<file path="src/rtl/uart_tx_serializer.sv">
// UART transmit serializer.
// Frames one parallel word per handshake as: start(0), data LSB first,
// optional parity, stop(1). Every bit is held for P clocks, where P is the
// prescale captured at accept (0 encodes 64). TX_OUT and Busy come straight
// from flops, so nothing on the input side can glitch the serial line.
module uart_tx_serializer #(
  parameter int DATA_WIDTH = 8
) (
  input  logic                  CLK,
  input  logic                  RST,
  input  logic [DATA_WIDTH-1:0] P_DATA,
  input  logic                  Data_Valid,
  input  logic                  PAR_EN,
  input  logic                  PAR_TYP,
  input  logic [5:0]            prescale,
  output logic                  TX_OUT,
  output logic                  Busy
);

  localparam int                BIT_W    = (DATA_WIDTH > 1) ? $clog2(DATA_WIDTH) : 1;
  localparam logic [BIT_W-1:0]  LAST_BIT = BIT_W'(DATA_WIDTH - 1);
  localparam logic [BIT_W-1:0]  BIT_ONE  = BIT_W'(1);

  typedef enum logic [2:0] {
    IDLE,
    START,
    DATA,
    PARITY,
    STOP
  } state_t;

  state_t                state_q, state_d;
  logic [5:0]            edge_q, edge_d;
  logic [BIT_W-1:0]      bit_q, bit_d;
  logic                  tx_d, busy_d;

  // Settings captured at accept; frozen for the whole frame.
  logic [DATA_WIDTH-1:0] data_q;
  logic                  par_en_q;
  logic                  par_typ_q;
  logic [5:0]            prescale_q;

  logic                  accept;
  logic                  bit_done;
  logic [BIT_W-1:0]      bit_inc;
  logic                  parity_bit;

  // Accept is only possible in IDLE, which also makes the stop-bit edge
  // (still in STOP) ignore Data_Valid and forces at least one idle clock.
  assign accept     = (state_q == IDLE) && Data_Valid;
  // prescale 0 makes P-1 wrap to 63, giving the 64-cycle bit for free.
  assign bit_done   = (edge_q == (prescale_q - 6'd1));
  assign bit_inc    = bit_q + BIT_ONE;
  assign parity_bit = (^data_q) ^ par_typ_q;

  // Next-state, counter and registered-output decode for the frame sequencer.
  always_comb begin
    // NOTE: every signal gets a default here so no path through the case
    // leaves one unassigned, which would otherwise infer a latch.
    state_d = state_q;
    edge_d  = edge_q;
    bit_d   = bit_q;
    tx_d    = TX_OUT;
    busy_d  = Busy;

    case (state_q)
      IDLE: begin
        tx_d   = 1'b1;
        busy_d = 1'b0;
        edge_d = 6'd0;
        bit_d  = '0;
        if (Data_Valid) begin
          state_d = START;
          tx_d    = 1'b0;
          busy_d  = 1'b1;
        end
      end

      START: begin
        if (bit_done) begin
          edge_d  = 6'd0;
          bit_d   = '0;
          state_d = DATA;
          tx_d    = data_q[0];
        end else begin
          edge_d = edge_q + 6'd1;
        end
      end

      DATA: begin
        if (bit_done) begin
          edge_d = 6'd0;
          if (bit_q == LAST_BIT) begin
            bit_d = '0;
            if (par_en_q) begin
              state_d = PARITY;
              tx_d    = parity_bit;
            end else begin
              state_d = STOP;
              tx_d    = 1'b1;
            end
          end else begin
            bit_d = bit_inc;
            tx_d  = data_q[bit_inc];
          end
        end else begin
          edge_d = edge_q + 6'd1;
        end
      end

      PARITY: begin
        if (bit_done) begin
          edge_d  = 6'd0;
          state_d = STOP;
          tx_d    = 1'b1;
        end else begin
          edge_d = edge_q + 6'd1;
        end
      end

      STOP: begin
        tx_d = 1'b1;
        if (bit_done) begin
          edge_d  = 6'd0;
          state_d = IDLE;
          busy_d  = 1'b0;
        end else begin
          edge_d = edge_q + 6'd1;
        end
      end

      default: begin
        state_d = IDLE;
        edge_d  = 6'd0;
        bit_d   = '0;
        tx_d    = 1'b1;
        busy_d  = 1'b0;
      end
    endcase
  end

  // Sequencer state, counters and the two line-facing output flops.
  always_ff @(posedge CLK or negedge RST) begin
    if (!RST) begin
      state_q <= IDLE;
      edge_q  <= 6'd0;
      bit_q   <= '0;
      TX_OUT  <= 1'b1;
      Busy    <= 1'b0;
    end else begin
      // NOTE: non-blocking assignments keep every flop in this block
      // sampling pre-edge values, independent of statement order.
      state_q <= state_d;
      edge_q  <= edge_d;
      bit_q   <= bit_d;
      TX_OUT  <= tx_d;
      Busy    <= busy_d;
    end
  end

  // Capture the frame settings on accept; hold them until the next accept.
  always_ff @(posedge CLK or negedge RST) begin
    if (!RST) begin
      // NOTE: these holding registers are cleared on reset so a frame
      // aborted by reset leaves no stale word or prescale behind.
      data_q     <= '0;
      par_en_q   <= 1'b0;
      par_typ_q  <= 1'b0;
      prescale_q <= 6'd0;
    end else if (accept) begin
      data_q     <= P_DATA;
      par_en_q   <= PAR_EN;
      par_typ_q  <= PAR_TYP;
      prescale_q <= prescale;
    end
  end

endmodule

</file>
<file path="config.mk">
export PLATFORM = sky130hd
export DESIGN_NAME = uart_tx_serializer
export DESIGN_NICKNAME = d
export VERILOG_FILES = /design/src/rtl/uart_tx_serializer.sv
export SDC_FILE = /design/constraint.sdc
export NUM_CORES = 1
export LEC_CHECK = 0
export ABC_AREA = 1
export BUFFER_PORTS_ARGS = -buffer_cell sky130_fd_sc_hd__buf_2
export CORE_UTILIZATION = 45
export DETAILED_ROUTE_END_ITERATION = 6
export SLEW_MARGIN = 30
export SYNTH_ARGS = -nofsm -noshare
export SYNTH_HDL_FRONTEND = slang
export SYNTH_SLANG_ARGS = --single-unit
</file>
<file path="constraint.sdc">
create_clock -name CLK -period 2.3 [get_ports CLK]
set_input_delay 0.23 -clock CLK [delete_from_list [all_inputs] [get_ports CLK]]
set_output_delay 0.23 -clock CLK [all_outputs]
set_load 0.01 [all_outputs]
</file>
==> metrics.txt <==
post-DP HPWL=2.73 mm; chip width=65.7 um; initial antenna violation count=0; Cell Rows=22; Critical Path Most Common Cell=nand2_1; static leakage=1.17 nW; Critical Path Sink Type=flip-flop; wl on met1=1.83 mm; remaining global-route overflow=0; total power draw=2.93 mW; Post-synth ARST share=100%; clock-pin slew on the worst setup and hold paths=70 ps; setup bufs post-CTS=0; wire per inst=10.7 um; post-CTS sizing=0; first-pass GRT wire length=6.42 mm; ys flop type=dfrtp_1; Root Buffer=clkbuf_8; # setup viols final=0; hold_buf cts=0; vias per inst=4.69; largest net degree at the start of global routing=31; slowest cell on the critical path=dfrtp_1; synthesized area per cell=6.95 um2; Layout area overhead=14.4%; CTS tree=built; most frequent cell after synthesis=nand2_1; maximum clock frequency=roughly 550 MHz; top post-synthesis cells by area=dfrtp_1 (40%), nand2_1 (18%), inv_1 (7.6%); Netlist Area Pre-Place=0.00183 mm2; CP peak stage delay=370 ps; outcome=complete, but fails checks; Hold Crit Class=primary input to asynchronous set/reset pin; routed wl met2=1.60 mm; Slew headroom=55.4%; Yosys top cell area share=39.7%; Final min period=between 1500 and 2000 ps; number of clock sinks=30; Final Skew=7.71 ps; worst hold slack=-21.3 ps; fillers=373; max-cap viol count=0; first-pass detailed-route iteration total=5; most frequent cells after synthesis=nand2_1 (87), inv_1 (37), nor2_1 (34); Worst R2R End=bit_q[0]$_DFFE_PN0P_; fin nets=~310; Num CTS Buffers=5; Max VDD drop=893 uV; vias in the first global route=approximately 1,500; EDFF count, synth=0; R2R Setup Slk=between 400 and 500 ps; data arrival time of the worst path=about 2000 ps; met3 WL=126 um; initial DRC count=54; layout cell share with drive strength beyond 1=17.0%; worst skew pair latency=280 ps; Setup crit start kind=flip-flop; core area=0.00377 mm2; setup_tns=0 ps; drt drc=0; Final Hold Fails=29; CP max FO=8; Vias=1,581; crit-path cells=inv_1, ha_1, inv_1, nand2_1, nand3b_1, nand2_1, nand2_1, nor2_2, nand3_2, nand2_4, nand2_4, nand2_1, o21ai_2; synthesized net count=286; Initial Utilization=between 40% and 50%; Worst Max-Slew Pin Slew=approximately 670 ps; clock buffer depth=2; RSZ-0062 raised after global routing=false; uppermost layer routed=met4; Worst R2R Start=prescale_q[0]$_DFFE_PN0P_; pwr dens=1400 mW/mm2; Die Span Y=65.7 um; yosys warns=0; total track usage=19.9%; FF+latch count, synth=30; R2R cell count=13; die area=0.00432 mm2; port buffer count=20; Cells after Synth=263; fin crit share=about four fifths; ANT nets after route=0; drt total wl=around 3.6 mm; WP data required=2470 ps; Final GP Congestion=0.805; # IOs=21; post-layout util=55.5%; H-tree levels=2; Ant. Diodes=0; Unique masters post-synth=24; part of the Yosys area used for sequential elements=41.1%; Max Slew Vio Count=0; Setup CP Type=flip-flop to flip-flop; failing checks=negative hold slack; largest area contributor in the netlist=dfrtp_1
## flip-flops by register name, indices dropped and copies added (netlist names)
signal and cells:
data_q 8, par_en_q 1, edge_q 6, prescale_q 6, Busy 1, state_q 3
par_typ_q 1, TX_OUT 1, bit_q 3
## per-layer routing
| metal | global-route usage (%) | vias to the layer above |
|---|---|---|
| li1 | - | 861 |
| met2 | 31.9 | 24 |
| met4 | 7.88 | 0 |
| met5 | 0 | - |
| met1 | 25.4 | 688 |
| met3 | 5.21 | 8 |
## cell type report
type	instances	area, um2	share of cell area [%]
repair buffers	22	115	5.50
well taps	48	60.1	2.87
clock buffers	5	68.8	3.29
clock inverters	3	40.0	1.91
flip-flops and latches	30	752	35.9
multi-input cells	191	913	43.7
inverters	38	143	6.82
## stage by stage
step,setup slack (ps),std cells,cell area [um2]
5_1_grt,242,337,2090
3_3_place_gp,462,329,1980
6_report,467,337,2090
2_1_floorplan,642,263,1830
3_5_place_dp,458,329,1980
4_1_cts,441,337,2090
## worst max-delay path, delay by kind of cell, from the launching register on
kind	cells	cell delay, ps
flops	1	370
compound gates	1	50
simple gates	9	820
fa+ha+maj	1	250
buf+inv	2	230
## where the power goes
part           total [mW]  switching (mW)  internal [mW]
Combinational        1.44           0.899          0.536
Sequential          0.972           0.218          0.754
Clock               0.521           0.203          0.318
## logic make-up (layout without fill, tap and decap cells)
group / after synthesis / in the layout / share of synthesized area (%)
AO/OA/AOI/OAI: 37 / 37 / 11.4
AND/OR/NAND/NOR: 147 / 147 / 34.3
flip-flops: 30 / 30 / 41.1
buffers and inverters: 42 / 68 / 8.90
multiplexers: 1 / 1 / 0.616
XOR/XNOR: 2 / 2 / 0.958
adder cells (fa/ha/maj): 4 / 4 / 2.74
## cells in the final DEF, fill, tap and decap left out, drive strengths merged
master  count
nand2      91
inv        38
nor2       36
dfrtp      29
a21oi      22
buf        22
o21ai      15
nand3      14
clkbuf      5
ha          4
nand3b      2
xor2        2
or2         2
clkinv      2
dfstp       1
nor3b       1
nor3        1
mux2        1
bufinv      1
## worst max-delay path by stage
stage,startpoint,end,cells after the start
final,prescale_q[0]$_DFFE_PN0P_,bit_q[0]$_DFFE_PN0P_,13
after floorplan,prescale_q[0]$_DFFE_PN0P_,state_q[0]$_DFFE_PN0P_,13
after CTS,prescale_q[0]$_DFFE_PN0P_,bit_q[2]$_DFFE_PN0P_,13
after global placement,prescale_q[0]$_DFFE_PN0P_,bit_q[0]$_DFFE_PN0P_,13
after global routing,prescale_q[0]$_DFFE_PN0P_,state_q[1]$_DFFE_PN0P_,13
after detailed placement,prescale_q[0]$_DFFE_PN0P_,bit_q[2]$_DFFE_PN0P_,13
(Power assumes the default switching activity.)
